[src/rtl/fir_coef_loader.sv]
// Packs a host byte stream into 16-bit FIR coefficients, strobes each into the
// coefficient RAMs, and closes the load with an XOR checksum and address-wrap check.
module fir_coef_loader #(
    parameter int unsigned NUM_FILTERS = 4,
    parameter int unsigned WR_GAP      = 2
) (
    input  logic       clk,
    input  logic       reset,
    input  logic       load_start,
    input  logic [7:0] taps_per_filter,
    input  logic [7:0] byte_data,
    input  logic       byte_valid,
    output logic       byte_ready,
    input  logic       wr_addr_zero,
    output logic       coef_rst,
    output logic       coef_wr_en,
    output logic [7:0] coef_wr_msb_data,
    output logic [7:0] coef_wr_lsb_data,
    output logic       busy,
    output logic       done,
    output logic [1:0] err_code
);

    localparam int unsigned CNT_W  = 16;
    localparam int unsigned GAP_W  = (WR_GAP > 1) ? $clog2(WR_GAP) : 1;
    localparam logic [GAP_W-1:0] GAP_LAST = GAP_W'(WR_GAP - 1);

    localparam logic [1:0] ERR_NONE  = 2'd0;
    localparam logic [1:0] ERR_CKSUM = 2'd1;
    localparam logic [1:0] ERR_WRAP  = 2'd2;
    localparam logic [1:0] ERR_TAPS  = 2'd3;

    localparam logic [3:0] S_IDLE  = 4'd0;
    localparam logic [3:0] S_CLR   = 4'd1;
    localparam logic [3:0] S_MSB   = 4'd2;
    localparam logic [3:0] S_LSB   = 4'd3;
    localparam logic [3:0] S_WRITE = 4'd4;
    localparam logic [3:0] S_GAP   = 4'd5;
    localparam logic [3:0] S_CKSUM = 4'd6;
    localparam logic [3:0] S_CHECK = 4'd7;
    localparam logic [3:0] S_DONE  = 4'd8;
    localparam logic [3:0] S_ERR   = 4'd9;

    logic [3:0]       state_q, state_d;
    logic [CNT_W-1:0] total_q, total_d;
    logic [CNT_W-1:0] count_q, count_d;
    logic [GAP_W-1:0] gap_q, gap_d;
    logic [7:0]       xor_q, xor_d;
    logic [7:0]       msb_q, msb_d;
    logic [7:0]       lsb_q, lsb_d;
    logic [1:0]       err_q, err_d;
    logic             byte_ready_q, byte_ready_d;
    logic             coef_rst_q, coef_rst_d;
    logic             coef_wr_en_q, coef_wr_en_d;
    logic             busy_q, busy_d;
    logic             done_q, done_d;
    logic             xfer;

    assign xfer = byte_valid & byte_ready_q;

    // Next-state, datapath and registered-output decode
    always_comb begin
        state_d = state_q;
        total_d = total_q;
        count_d = count_q;
        gap_d   = gap_q;
        xor_d   = xor_q;
        msb_d   = msb_q;
        lsb_d   = lsb_q;
        err_d   = err_q;

        case (state_q)
            S_IDLE: begin
                if (load_start) begin
                    if (taps_per_filter == 8'd0) begin
                        state_d = S_ERR;
                        err_d   = ERR_TAPS;
                    end else begin
                        state_d = S_CLR;
                        err_d   = ERR_NONE;
                        total_d = CNT_W'(NUM_FILTERS) * CNT_W'(taps_per_filter);
                    end
                end
            end
            S_CLR: begin
                xor_d   = 8'd0;
                count_d = '0;
                state_d = S_MSB;
            end
            S_MSB: begin
                if (xfer) begin
                    msb_d   = byte_data;
                    xor_d   = xor_q ^ byte_data;
                    state_d = S_LSB;
                end
            end
            S_LSB: begin
                if (xfer) begin
                    lsb_d   = byte_data;
                    xor_d   = xor_q ^ byte_data;
                    state_d = S_WRITE;
                end
            end
            S_WRITE: begin
                count_d = count_q + CNT_W'(1);
                gap_d   = '0;
                state_d = S_GAP;
            end
            S_GAP: begin
                if (gap_q == GAP_LAST) begin
                    state_d = (count_q == total_q) ? S_CKSUM : S_MSB;
                end else begin
                    gap_d = gap_q + GAP_W'(1);
                end
            end
            S_CKSUM: begin
                if (xfer) begin
                    if (byte_data != xor_q) begin
                        state_d = S_ERR;
                        err_d   = ERR_CKSUM;
                    end else begin
                        state_d = S_CHECK;
                    end
                end
            end
            S_CHECK: begin
                if (wr_addr_zero) begin
                    state_d = S_DONE;
                end else begin
                    state_d = S_ERR;
                    err_d   = ERR_WRAP;
                end
            end
            S_DONE:  state_d = S_IDLE;
            S_ERR:   state_d = S_IDLE;
            default: state_d = S_IDLE;
        endcase

        // Strobes and ready are registered from the state being entered
        byte_ready_d = (state_d == S_MSB) || (state_d == S_LSB) || (state_d == S_CKSUM);
        coef_rst_d   = (state_d == S_CLR);
        coef_wr_en_d = (state_d == S_WRITE);
        busy_d       = (state_d != S_IDLE);
        done_d       = (state_d == S_DONE);
    end

    always_ff @(posedge clk) begin
        if (reset) begin
            state_q      <= S_IDLE;
            total_q      <= '0;
            count_q      <= '0;
            gap_q        <= '0;
            xor_q        <= '0;
            msb_q        <= '0;
            lsb_q        <= '0;
            err_q        <= ERR_NONE;
            byte_ready_q <= 1'b0;
            coef_rst_q   <= 1'b0;
            coef_wr_en_q <= 1'b0;
            busy_q       <= 1'b0;
            done_q       <= 1'b0;
        end else begin
            state_q      <= state_d;
            total_q      <= total_d;
            count_q      <= count_d;
            gap_q        <= gap_d;
            xor_q        <= xor_d;
            msb_q        <= msb_d;
            lsb_q        <= lsb_d;
            err_q        <= err_d;
            byte_ready_q <= byte_ready_d;
            coef_rst_q   <= coef_rst_d;
            coef_wr_en_q <= coef_wr_en_d;
            busy_q       <= busy_d;
            done_q       <= done_d;
        end
    end

    assign byte_ready       = byte_ready_q;
    assign coef_rst         = coef_rst_q;
    assign coef_wr_en       = coef_wr_en_q;
    assign coef_wr_msb_data = msb_q;
    assign coef_wr_lsb_data = lsb_q;
    assign busy             = busy_q;
    assign done             = done_q;
    assign err_code         = err_q;

endmodule
[config.mk]
export PLATFORM = sky130hd
export DESIGN_NAME = fir_coef_loader
export DESIGN_NICKNAME = d
export VERILOG_FILES = /design/src/rtl/fir_coef_loader.sv
export SDC_FILE = /design/constraint.sdc
export NUM_CORES = 1
export LEC_CHECK = 0
export ABC_AREA = 1
export CORE_MARGIN = 10
export CORE_UTILIZATION = 30
export CTS_BUF_LIST = sky130_fd_sc_hd__clkbuf_8 sky130_fd_sc_hd__clkbuf_16
export DETAILED_ROUTE_END_ITERATION = 8
export GPL_TIMING_DRIVEN = 0
export PLACE_DENSITY = 0.59
export SYNTH_ARGS = -nofsm -noshare
export SYNTH_HDL_FRONTEND = slang
export SYNTH_SLANG_ARGS = --single-unit
[constraint.sdc]
create_clock -name clk -period 1.3 [get_ports clk]
set_input_delay 0.325 -clock clk [delete_from_list [all_inputs] [get_ports clk]]
set_output_delay 0.325 -clock clk [all_outputs]
set_load 0.01 [all_outputs]
==> results.cfg <==
[power_and_ir_drop]
p_switching_mw = 1.36
p_leak_nw = 2.13
intPower_mw = 3.15
sw_frac_of_total_pct = 30.1
peakVddDrop_mv = 0.738
p_comb_share_pct = 17.9
power_frac_clock_pct = 38.3
p_seq_share_pct = 43.8
p_per_area_nw_per_um2 = 931

[floorplan]
die_w_um = 122
core-area_um2 = 10200
dieArea_um2 = 14900
start_util_pct = 30.4
row_count = 37
pin_count = 44
dieHeight_um = 122

[drt]
drcViolationCount = 0
drtIter0Drc = 114
drt-met1-wl_um = 3870
wl_per_cell_um = 13.8
postRouteAntennaNets = 0
dr.max_layer_used = met4
vias_per_cell = 4.66
dr_wl_met3_um = 524
first_pass_iters = 4
route.met2.wl_um = 4930
via_count = 3215
totalWireLength_um = 9490

[critical_path]
crit_path_end_kind = register
critPathMaxFanout = 8
r2r_setup_slack_ns = -0.19
rr_startpoint = state_q[1]
worstPathArrival_ns = 1.79
worstReg2RegEnd = count_q[2]
cp-start-kind = register
setup.worst_path.class = reg2reg
reg2regPathDepth = 9
cp.required_ns = 1.59

[clock_network]
cts_tree = yes
ctsHoldBuffers = 0
cts_buffers = 9
clock_path_buffers = 2
clk_latency_ns = 0.35
htree_levels = 3
cts_sinks = 60
path_clk_slew_ns = 0.08
clockRootBuffer = clkbuf_8

[logic_synthesis]
synth_area_um2 = 3110
synthTopCellsByArea = dfxtp_1, nand2_1, inv_1
yosys.area_share.simple_pct = 30.5
synth_top_area_share_pct = 38.6
synth_top_family_by_area = simple AND/OR/NAND/NOR gates
ys_warn_count = 0
yosys.area.top_type = dfxtp_1
yosysUniqueCellTypes = 37
synth-seq-cells = 60
synth_fp_nets = 470
synth_xor_area_share_pct = 1.41
synth_mux_area_share_pct = 0
synth_fa_ha_area_share_pct = 0.804
yosysSeqAreaShare_pct = 38.6
syn_avg_cell_area_um2 = 6.97
synth_cells = 447
synth_compound_area_share_pct = 17.3

[cells_and_area]
diodes = 0
fillers = 978
mostFrequentLayoutCells = nand2_1, inv_1, dfxtp_1
drive_gt1_share_pct = 42.4
area_delta_synth_final_pct = 55.6
fin_cells = 690
design_area_um2 = 4850
layout_commonest_cell = nand2_1
final_nets = 572

[timing]
hold_viol = 0
rsz0062_at_grt = yes
fmaxAchievable_ghz = 0.670
maxSlewViolCount = 0
skew_ns = 0.00906
fin_ws_ns = -0.193
finalSetupViolCount = 47
relSlewSlack_pct = 53.7
worst_pin_slew_ns = 0.694
period_minus_slack_ns = 1.49
period_share_pct = 115

[placement]
gp_congestion = 0.841
dp_cells = 625
io_buffers = 42
dp_hpwl_um = 6180
place_area_um2 = 3710

[worst_hold_path]
min_path_type = in2reg
min_from = taps_per_filter[6]
min_path_cells = 3
whs_endpoint = total_q[8]

[global_route]
antenna_found_initial = 0
grt_use_total_pct = 12.2
grt_overflow_total = 0
grt_pass1_wl_um = 14600
grt_pass1_vias = 3039
grt_max_degree = 13

[job]
cap_violations = 0

[run_status]
violations = setup timing
status = finished, violations left
-- cells in the mapped netlist (all sizes together) --
cell,number
xnor2,4
dfxtp,60
clkbuf,5
a22oi,1
ha,2
a221oi,1
a21oi,38
buf,8
clkinv,1
nand2,111
nand4,6
nand3,16
nor2,62
inv,69
nor3,5
a211oi,4
xor2,1
o221a,1
nor4,1
o31ai,1
o21ai,50
-- cell type report --
type                    count  area [um2]  area share (%)
plain buffers              13         116            2.40
clock buffers               9         124            2.56
clock inverters             7        77.6            1.60
inverters                  70         288            5.94
multi-input cells         304        1980            40.9
flip-flops and latches     60        1250            25.8
well taps                 136         170            3.51
repair buffers             91         840            17.3
-- power by group through the flow --
stage               logic (mW)  registers, mW  clock network [mW]
floorplan                0.392           2.02                   0
global placement         0.609           2.02                   0
detailed placement       0.618           2.02                   0
CTS                      0.688           1.97                1.76
global route             0.894           1.98                1.82
finish                   0.808           1.97                1.73
-- through the flow --
step | setup slack [ns] | hold WS (ns) | util, % | total power [mW] | TNS, ns
floorplan | -0.0127 | 0.439 | - | 2.41 | -0.0127
global placement | -0.602 | 0.437 | 36.3 | 2.62 | -20.33
detailed placement | -0.618 | 0.438 | 36.3 | 2.64 | -20.94
CTS | -0.181 | 0.373 | 41.8 | 4.42 | -3.39
global route | -0.246 | 0.306 | 47.4 | 4.70 | -7.41
finish | -0.193 | 0.277 | 47.4 | 4.51 | -3.71
-- critical path, cell delays in order (launching register included) --
cell,delay (ns)
dfxtp_4,0.40
inv_4,0.05
nand2_4,0.08
buf_12,0.11
nor2_8,0.04
buf_4,0.13
nor2_4,0.22
inv_2,0.10
nor2_1,0.11
o221a_2,0.19
-- per-layer routing --
metal / global-route usage (%) / vias up
li1: - / 1629
met1: 13.8 / 1497
met2: 21.7 / 74
met3: 3.61 / 15
met4: 3.95 / 0
met5: 0 / -
-- state kept, by name, summed over array words and instances, names as in the netlist --
| register | count |
|---|---|
| busy | 1 |
| byte_ready | 1 |
| coef_rst | 1 |
| coef_wr_en | 1 |
| coef_wr_lsb_data | 8 |
| coef_wr_msb_data | 8 |
| count_q | 16 |
| done | 1 |
| err_code | 2 |
| gap_q | 1 |
| state_q | 4 |
| total_q | 8 |
| xor_q | 8 |
-- worst max-delay path by stage --
stage / depth (start not counted) / slack [ns] / end / from
after floorplan: 9 / -0.01 / count_q[12] / count_q[0]
after global placement: 10 / -0.60 / byte_ready / byte_valid
after detailed placement: 9 / -0.62 / busy / byte_valid
after CTS: 12 / -0.18 / byte_ready / state_q[1]
after global routing: 11 / -0.25 / byte_ready / state_q[3]
final: 9 / -0.19 / count_q[2] / state_q[1]
-- repair_timing --
| action | 4_1_cts | 5_1_grt |
|---|---|---|
| gates resized for setup | 114 | 148 |
| setup buffers | 23 | 25 |
| endpoints found under the setup margin | 78 | 75 |
| gates cloned | 1 | 1 |
| hold endpoints to repair | 0 | 0 |
| pin swaps | 29 | 45 |
-- logic make-up after synthesis --
group / after synthesis
buf+inv: 83
compound gates: 96
fa+ha+maj: 2
xor+xnor: 5
flops: 60
simple gates: 201
Note: power is estimated with default switching activity, not from simulation.
==> RTL edit: new RTL, config.mk and constraints unchanged <==
Set the parameter `WR_GAP` to 4 (it was 2).
--- a/src/rtl/fir_coef_loader.sv
+++ b/src/rtl/fir_coef_loader.sv
@@ -4,3 +4,3 @@
     parameter int unsigned NUM_FILTERS = 4,
-    parameter int unsigned WR_GAP      = 2
+    parameter int unsigned WR_GAP      = 4
 ) (
Check against the original RTL: not equivalent (a bounded check fails within 10 cycles, from zero or initial values and one cycle with reset high).
==> RTL edit against the unedited design <==
The run still ends with setup timing left; routed wire length up 3.7%; non-clock buffer count up 8; design area about the same; power down 0.89%; setup slack better by 0.013 ns; count of clock-buffer cells in the layout unchanged; register-to-register slack better by 0.02 ns; sequential cell count up 1; global-route usage up 0.92 points; area after synthesis down 3.4%.
==> RTL edit: results (changes against the unedited design) <==
The logs give 663 µV (was 738 µV) for the largest voltage drop on the vdd net and 9840 µm (was 9490 µm) for the total wire length. The detailed-placement wirelength estimate was 6250 µm (was 6180 µm). The clock-pin transition on the worst setup and hold timing paths is 0.08 ns (about the same). The total track usage came out at 13.2% (was 12.2%). For the post-route setup TNS, the log shows -4.62 ns (was -3.71 ns). Register with the highest flop count: count_q (unchanged). Clock latency on the worst-skew pair, taken at its later pin, is 0.36 ns. For the H-tree depth reported by CTS, the log shows 3 (unchanged).

Share of async-settable or async-resettable flops after synthesis: 0% (unchanged). Top cells by instance count after synthesis: 107 x nand2_1, 61 x dfxtp_1, 53 x inv_1, 51 x nor2_1, 48 x o21ai_0 (was 99 x nand2_1, 60 x dfxtp_1, 57 x inv_1, 52 x nor2_1, 35 x a21oi_1). The signal arrival time at the worst endpoint was 1.72 ns (was 1.79 ns). The root buffer selected by CTS was clkbuf_8 (unchanged).

The tools report the global-route wire length before repair as 15400 µm (was 14600 µm). The run gives 32 (was 37) as the post-synthesis cell type count. Largest cells by area after synthesis: dfxtp_1 41%, nand2_1 13%, o21ai_0 8.0%, a21oi_1 6.8%, inv_1 6.6% (was dfxtp_1 39%, nand2_1 12%, inv_1 6.9%, nor2_1 6.3%, a21oi_1 5.6%).

Commonest register cell after synthesis: dfxtp_1 (unchanged). The run gives 0.893 (was 0.841) as the routability-driven placement congestion ratio. The path category of the worst min-delay check is in -> reg (unchanged). The via-per-instance ratio was 4.70 (was 4.66). The run gives 2.06 nW (was 2.13 nW) as the leakage power figure. The share of layout cells above drive strength 1 was 47.2% (was 42.4%). The layout net count is 574 (was 572). The switching power summed over all nets was 0.00144 W (was 0.00136 W); the final cell area excluding filler cells was 4850 µm² (about the same).

The number of buffers inserted during clock tree synthesis is 9 (unchanged), and the count of input and output buffers is 43 (was 42). The placed instance count is 614 (was 625), and the mean instance size in the synthesized netlist is 6.87 µm² (was 6.97 µm²). Maximum number of pins on one net before global-route repair: 14 (was 13).

The run finished, with violations left. Failing checks: setup timing (unchanged). The sequential cell area fraction in the yosys report is 40.6% (was 38.6%). For the headroom to the max-slew limit, the log shows 57.0% (was 53.7%).

Count of routing violations after the opening detailed-route iteration: 104 (was 114). Standard cell area after detailed placement: 3640 µm² (was 3710 µm²). The net count after synthesis is 462 (was 470). The tools report the total via count in the routed design as 3231 (was 3215). The number of endpoints failing setup at the final stage was 56 (was 47).

The run gives 917 (was 978) as the number of filler cells placed in the layout. The count of warnings emitted by yosys is 0 (unchanged), and the number of buffers between clock root and the deepest sink is 2 (unchanged). The smallest setup slack after layout is -0.181 ns (was -0.193 ns). The maximum fanout encountered on the critical timing path was 3 (was 8); the final worst clock skew was 0.00736 ns (was 0.00906 ns).
-- RTL edit: changes by cell type after synthesis, sizes merged, moves of 3 or more --
cell and delta:
a21oi +5, inv -9, nand3 -7, buf -3, xnor2 -4, nand4 -5
nor3 +3
-- RTL edit: path summary, 6_finish.rpt --
check | start | end | slack, ns | depth (start not counted)
hold reg to reg | err_code[0] | err_code[0] | 0.46 | 2
hold / removal | taps_per_filter[4] | total_q[6] | 0.27 | 3
setup / recovery | load_start | busy | -0.18 | 10
setup reg to reg | state_q[0] | busy | -0.17 | 10
-- RTL edit: through the flow --
stage	hold WS (ns)	setup slack, ns
detailed placement	0.451	-0.799
floorplan	0.443	0.00482
global route	0.281	-0.243
CTS	0.391	-0.135
global placement	0.454	-0.818
finish	0.267	-0.181
-- RTL edit: power by group through the flow --
stage / clock [W] / combinational, W / sequential [W]
final: 0.00158 / 0.000890 / 0.00200
after detailed placement: 0 / 0.000583 / 0.00204
after CTS: 0.00162 / 0.000782 / 0.00200
after global routing: 0.00171 / 0.000972 / 0.00201
after global placement: 0 / 0.000574 / 0.00204
after floorplan: 0 / 0.000367 / 0.00204
-- RTL edit: repair_timing --
item	CTS	global route
setup buffers	37	20
pin swaps	34	47
resized for setup	187	122
hold buffers	0	0
setup endpoints to repair	76	80
gates cloned	3	1
-- RTL edit: cells by family after synthesis --
kind of cell,Yosys count,share of synthesized area [%]
AO/OA/AOI/OAI,106,19.4
flip-flops,61,40.6
AND/OR/NAND/NOR,196,28.8
adder cells (fa/ha/maj),3,1.25
XOR/XNOR,1,0.291
buffers and inverters,71,9.69
-- RTL edit: cell type report --
cell class	instances	share of cell area, %
repair buffers	101	18.5
well taps	133	3.43
multi-input cells	306	41.2
plain buffers	11	1.83
clock buffers	9	2.55
flip-flops and latches	61	26.0
clock inverters	7	1.19
inverters	60	5.21
-- RTL edit: routing by layer --
metal / global-route usage (%) / wire [µm]
met1: 14.7 / 3970
met4: 7.01 / 383
met3: 3.56 / 450
met5: 0 / 0
met2: 22.4 / 5040
-- RTL edit: worst max-delay path, stage by stage --
cell	delay, ns
clkdlybuf4s50_1	0.48
inv_1	0.13
nor2_4	0.05
inv_2	0.10
buf_4	0.12
nand2_1	0.06
nor2_2	0.19
nand3_1	0.10
nor2_1	0.11
nor2_1	0.04
